File: src/rtl/pc_fetch_unit.sv
// pc_fetch_unit
//   Holds the program counter and sequences instruction fetch. The current PC
//   goes to an external adder (a = pc, b = 4). The adder's result returns as
//   seq_pc. Word fetches are issued over a req/ready handshake. One fetched
//   instruction is buffered for decode. Branch/jump redirects from later
//   stages take priority over every other event.
//
// Ports
//   clk, rst        : clock (rising edge), asynchronous active-high reset
//   pc              : current PC register, operand a of the sequential adder
//   seq_pc          : adder result (pc + 4), next sequential PC
//   redirect        : single-cycle branch/jump taken pulse
//   redirect_pc     : redirect target (low two bits forced to zero on use)
//   imem_req        : fetch request valid
//   imem_addr       : fetch address (equals pc while imem_req = 1)
//   imem_ready      : memory presents imem_rdata this cycle
//   imem_rdata      : instruction word from memory
//   inst_valid      : instruction buffer valid towards decode
//   inst, inst_pc   : buffered instruction and its PC
//   inst_ready      : decode accepts the buffered instruction
//   err_misalign    : one-cycle pulse after a misaligned redirect target
//   fetch_count     : number of instructions accepted by decode (wraps)
module pc_fetch_unit #(
  parameter logic [31:0] RESET_PC = 32'h0000_3000
) (
  input  logic        clk,
  input  logic        rst,
  output logic [31:0] pc,
  input  logic [31:0] seq_pc,
  input  logic        redirect,
  input  logic [31:0] redirect_pc,
  output logic        imem_req,
  output logic [31:0] imem_addr,
  input  logic        imem_ready,
  input  logic [31:0] imem_rdata,
  output logic        inst_valid,
  output logic [31:0] inst,
  output logic [31:0] inst_pc,
  input  logic        inst_ready,
  output logic        err_misalign,
  output logic [31:0] fetch_count
);

  localparam logic [1:0] IDLE  = 2'd0;
  localparam logic [1:0] REQ   = 2'd1;
  localparam logic [1:0] VALID = 2'd2;

  logic [1:0]  state;
  logic        pend;
  logic [31:0] pend_pc;
  logic [31:0] target;
  logic        target_misaligned;

  // Forces a target onto a word boundary.
  function automatic logic [31:0] align_word(input logic [31:0] addr);
    return {addr[31:2], 2'b00};
  endfunction

  assign target            = align_word(redirect_pc);
  assign target_misaligned = (redirect_pc[1:0] != 2'b00);

  // The request and the buffer-valid signals decode directly from the state
  // register. A redirect kills the buffered instruction in the same cycle.
  // Because of this, decode never sees a transfer that the redirect has
  // already squashed.
  assign imem_req   = (state == REQ);
  assign imem_addr  = pc;
  assign inst_valid = (state == VALID) && !redirect;

  // Fetch FSM, PC update, pending-redirect capture, instruction buffer and counters.
  always_ff @(posedge clk or posedge rst) begin
    if (rst) begin
      state        <= IDLE;
      pc           <= RESET_PC;
      pend         <= 1'b0;
      pend_pc      <= 32'h0000_0000;
      inst         <= 32'h0000_0000;
      inst_pc      <= 32'h0000_0000;
      err_misalign <= 1'b0;
      fetch_count  <= 32'h0000_0000;
    end else begin
      err_misalign <= 1'b0;
      case (state)
        IDLE: begin
          state <= REQ;
        end
        REQ: begin
          if (imem_ready) begin
            if (redirect) begin
              // Returning data belongs to the old path; restart at the new target.
              pc           <= target;
              pend         <= 1'b0;
              err_misalign <= target_misaligned;
            end else if (pend) begin
              pc   <= pend_pc;
              pend <= 1'b0;
            end else begin
              inst    <= imem_rdata;
              inst_pc <= pc;
              state   <= VALID;
            end
          end else if (redirect) begin
            // The address must stay stable while a request is outstanding.
            // Park the target until the memory answers. The latest target wins.
            pend         <= 1'b1;
            pend_pc      <= target;
            err_misalign <= target_misaligned;
          end
        end
        VALID: begin
          if (redirect) begin
            pc           <= target;
            state        <= REQ;
            err_misalign <= target_misaligned;
          end else if (inst_ready) begin
            fetch_count <= fetch_count + 32'd1;
            pc          <= seq_pc;
            state       <= REQ;
          end
        end
        default: begin
          state <= IDLE;
        end
      endcase
    end
  end

endmodule

File: config.mk
export PLATFORM = sky130hd
export DESIGN_NAME = pc_fetch_unit
export DESIGN_NICKNAME = d
export VERILOG_FILES = /design/src/rtl/pc_fetch_unit.sv
export SDC_FILE = /design/constraint.sdc
export NUM_CORES = 1
export LEC_CHECK = 0
export CORE_MARGIN = 2
export CORE_UTILIZATION = 40
export CTS_CLUSTER_DIAMETER = 200
export CTS_CLUSTER_SIZE = 28
export DETAILED_ROUTE_END_ITERATION = 10
export DONT_BUFFER_PORTS = 1
export PLACE_DENSITY = 0.64
export SYNTH_ARGS = -nofsm -noshare
export SYNTH_HDL_FRONTEND = slang
export SYNTH_SLANG_ARGS = --single-unit
File: constraint.sdc
create_clock -name clk -period 7.6 [get_ports clk]
set_clock_uncertainty 0.2 [all_clocks]
set_input_delay 1.9 -clock clk [delete_from_list [all_inputs] [get_ports clk]]
set_output_delay 1.9 -clock clk [all_outputs]
set_load 0.01 [all_outputs]
# Yosys cells after proc, flatten, opt, wreduce, memory -nomap -nowiden
# Cells that the tools add are included.
[word_totals] reg_bits=162 word_cells=48
[classes] n_addsub=1 n_eq_ne=7 n_mux=16 bitwise_logic=3 n_reduce_logical=13
[op_table] cell="32-bit two-way mux" n=5
[op_table] cell="32-bit case mux with 2 select lines" n=1
[op_table] cell="32-bit by 1-bit adder with 32-bit output, second input constant" n=1
[op_table] cell="4-bit AND reduction" n=3
[op_table] cell="2-bit two-way mux" n=5
[op_table] cell="2-bit case mux with 3 select lines" n=1
[op_table] cell="3-bit AND reduction" n=2
[op_table] cell="2-bit nonzero test" n=3
[op_table] cell="1-bit two-way mux" n=4
[op_table] cell="2-bit != test, second input constant" n=2
[op_table] cell="3-bit by 2-bit != test with 1-bit output, second input constant" n=1
[op_table] cell="3-bit != test, second input constant" n=1
[op_table] cell="1-bit NOT" n=3
[op_table] cell="2-bit by 1-bit equality test with 1-bit output, second input constant" n=1
[op_table] cell="2-bit equality test, second input constant" n=1
[op_table] cell="2-bit zero test" n=1
[op_table] cell="2-bit by 1-bit != test with 1-bit output, second input constant" n=1
[op_table] cell="2-bit AND reduction" n=1
[op_table] cell="2-bit OR reduction" n=1
[op_table] cell="1-bit logical AND" n=1
[op_table] cell="1-bit zero test" n=1

# Depth between registers and ports, before layout
[logic_depth] depth_word=4 ltp_mapped=9 ltp_nobuf=6

# Least setup slack after synthesis
# No wires, ideal clock.
[synth_path] kind="input to output" startpoint="input port redirect" endpoint="output port inst_valid" arrival_ps=2332 t_required_ps=5500 path_slack_ps=3168 path_stages=2 n_path_buf=1 cell_sequence="clkbuf_1 -> nor2b_1"
[synth_via] elab_chain_len=2
[synth_lines] element="start: declaration" line="30" source="input logic redirect,"
[synth_lines] element="1-bit zero test" line="68" source="assign inst_valid = (state == VALID) && !redirect;"
[synth_lines] element="1-bit logical AND" line="68"
[synth_lines] element="end: declaration" line="36" source="output logic inst_valid,"
# No other way between the ends.

# Worst setup path after layout
# Same ends and word-level chain as after synthesis.

==> results.toml <==
[run_status]
status = "finished clean"

[pwr]
ir_worst_vdd_v = 0.0002106
power_leakage_nw = 3.435
pwr-share-seq_pct = 50.2
swShare_pct = 34.68
power_switching_w = 0.001140
p_comb_share_pct = 21.8
p_int_w = 0.002147
p_per_area_nw_per_um2 = 421.9
p_clk_share_pct = 28.0

[clock_tree]
ctsHoldBuffers = 0
postCtsSetupBuffers = 0
ctsResizeCount = 0
cts-htree-levels = 4
root_buffer = "clkbuf_16"
cts_buffers = 17
cts_tree = "built"
path_clk_slew_ns = 0.06
clock_path_buffers = 2
clock-sinks = 162
clock_latency_ns = 0.41

[global_routing]
grt_pass1_vias = 4314
antenna_found_initial = 0
overflow = 0
track_usage_pct = 16.51
grt_pass1_wl_um = 24800
grt_max_degree = 99

[synthesis]
netlist_area_um2 = 7219
syn-num-nets = 702
synth_seq_area_share_pct = 56.19
netlist-cell-type-count = 38
synth-seq-cells = 162
synthFlopType = "dfrtp_1"
synth-async-reset-ratio_pct = 100.0
yosysWarnings = 0
synthCells = 596
synth_edf_count = 0
synth_area_per_cell_um2 = 12.11

[floorplan]
initial_core_util_pct = 40.47
rows = 49
pin_count = 264
die_h_um = 138.3
die_area_um2 = 19140
fp.dieW_um = 138.3
core_region_area_um2 = 17840

[layout]
layout.nets = 661
layout.cells.most_common = "dfrtp_1"
area_growth_syn_to_layout_pct = 7.903
n_antenna_cell = 0
final_cell_area_um2 = 7790
drive_gt1_share_pct = 25.88
final_util_pct = 43.66
final_cell_mix = "160 x dfrtp_1, 95 x mux2_2, 46 x nand2_1"

[critical_path]
path_cells = "nor2b_1"
path_depth = 1
cp_max_fo = 69
r2r_cells = 6
reg2reg_from = "state[0]"
ff2ff_setup_slack_ns = 4.55
r2r_end = "imem_addr[1]"
cp.arrival_ns = 2.19
critPathKind = "in2out"
crit_family = "simple AND/OR/NAND/NOR gates"
cp-end-kind = "primary output"
path_buf_inv = 0
crit_end = "inst_valid"
slowest_stage = "nor2b_1"
required_ns = 5.50
critPathLaunch = "redirect"
start_kind = "input pin"
cpPeakStageDelay_ns = 0.28

[timing]
fmax_mhz = 233.2
fin_crit_sh_pct = 56.41
finalSetupViolations = 0
setup_tns_ns = 0
hold_viol_final = 0
maxSlewViolCount = 0
fin_crit_ns = 4.287
worst_pin_slew_ns = 1.001
slew-limit-headroom_pct = 33.26
rsz0062_at_grt = "false"

[run]
max-cap-violations = 0

[drt]
wl_met2_um = 7629
wl_met1_um = 6414
first_pass_iters = 4
avgViaCountPerCell = 5.311
drc = 0
maxUsedRoutingLayer = "met4"
detailedRoute.firstIterationViolations = 129
wire_per_inst_um = 19.77
drtAntennaViolNets = 0
wl_met3_um = 1580
num_vias = 4233
wl_um = 15760

[worst_hold_path]
holdCritPathClass = "reg2reg"

[placed_design]
dpl.hpwl_um = 10810
gp_congestion = 0.8325
portBuffers = 0
place_area_um2 = 7156
how the worst min path moves through the flow:
stage	cells after the start	endpoint	slack (ns)	startpoint
4_1_cts	1	pend_pc[15]	0.31	pend_pc[15]
3_5_place_dp	1	pend_pc[15]	0.29	pend_pc[15]
5_1_grt	1	pend_pc[15]	0.32	pend_pc[15]
6_report	1	pend_pc[15]	0.31	pend_pc[15]
3_3_place_gp	1	pend_pc[29]	0.29	pend_pc[29]
2_1_floorplan	1	pend_pc[10]	0.28	pend_pc[10]
registers in the layout (all words and copies together), names as in the netlist:
signal,flops
fetch_count,32
imem_addr,32
inst,32
inst_pc,32
pend_pc,30
state,2
err_misalign,1
pend,1
through the flow:
stage | total power, W | std cells | setup slack (ns) | hold WS [ns]
after CTS | 0.003335 | 797 | 3.291 | 0.3064
after floorplan | 0.002283 | 596 | 1.127 | 0.2787
after detailed placement | 0.002408 | 765 | 3.291 | 0.2915
after global routing | 0.003491 | 797 | 3.259 | 0.3176
final | 0.003287 | 797 | 3.313 | 0.3068
after global placement | 0.002355 | 765 | 3.301 | 0.2859
cell usage after synthesis (2+ instances only):
master / number / area (um^2)
buf_1: 2 / 7.510
buf_2: 9 / 45.04
nand2_1: 46 / 172.7
or4_4: 2 / 22.52
xor2_1: 16 / 140.1
buf_6: 2 / 22.52
dfrtp_1: 160 / 4004
o21ai_0: 33 / 165.2
and4_1: 2 / 17.52
and3_1: 2 / 12.51
nor2_1: 40 / 150.1
nor4_2: 8 / 100.1
clkbuf_1: 18 / 67.56
nand4_1: 7 / 43.79
buf_4: 33 / 247.7
dfstp_2: 2 / 52.55
nand3_1: 7 / 35.03
mux2_2: 95 / 1070
ha_1: 5 / 62.56
nor3_1: 6 / 30.03
inv_1: 10 / 37.54
a21oi_1: 32 / 160.2
mux2i_1: 30 / 300.3
xnor2_1: 15 / 131.4
power by group through the flow:
stage / clock [W] / combinational (W) / sequential (W)
detailed placement: 0 / 0.000734 / 0.00167
CTS: 0.000940 / 0.000734 / 0.00166
floorplan: 0 / 0.000764 / 0.00152
global placement: 0 / 0.000693 / 0.00166
global route: 0.000978 / 0.000813 / 0.00170
finish: 0.000919 / 0.000718 / 0.00165
worst reg2reg max path: stages, from the launching register on:
cell	delay, ns
dfrtp_1	0.41
inv_1	0.10
ha_2	0.22
buf_4	0.52
nor3b_1	0.37
a211o_2	0.82
o21ai_0	0.26
logic make-up (layout without fill, tap and decap cells):
kind of cell               count (synthesis)  count (layout)  synth area share [%]
and+or+nand+nor                          130             130                 9.272
DFF                                      162             162                 56.19
buffers and inverters                     74              46                 5.927
adders and majority gates                  5               5                0.8666
xor gates and xnor gates                  31              31                 3.761
AOI/OAI and AO/OA                         69              69                 5.009
muxes                                    125             125                 18.98
metal layers:
metal	GRT usage, %	vias up
li1	-	1939
met1	19.03	2097
met2	27.49	190
met3	8.244	7
met4	4.243	0
met5	0	-
final cells by class:
class,count,area [um^2]
timing repair buffer,4,30.03
clock inverter,12,177.7
sequential,162,4056
inverter,10,42.54
clock buffer,20,456.7
fill,1629,10050
multi-input combinational,360,2740
tap,229,286.5
Note: power is estimated with default switching activity, not from simulation.
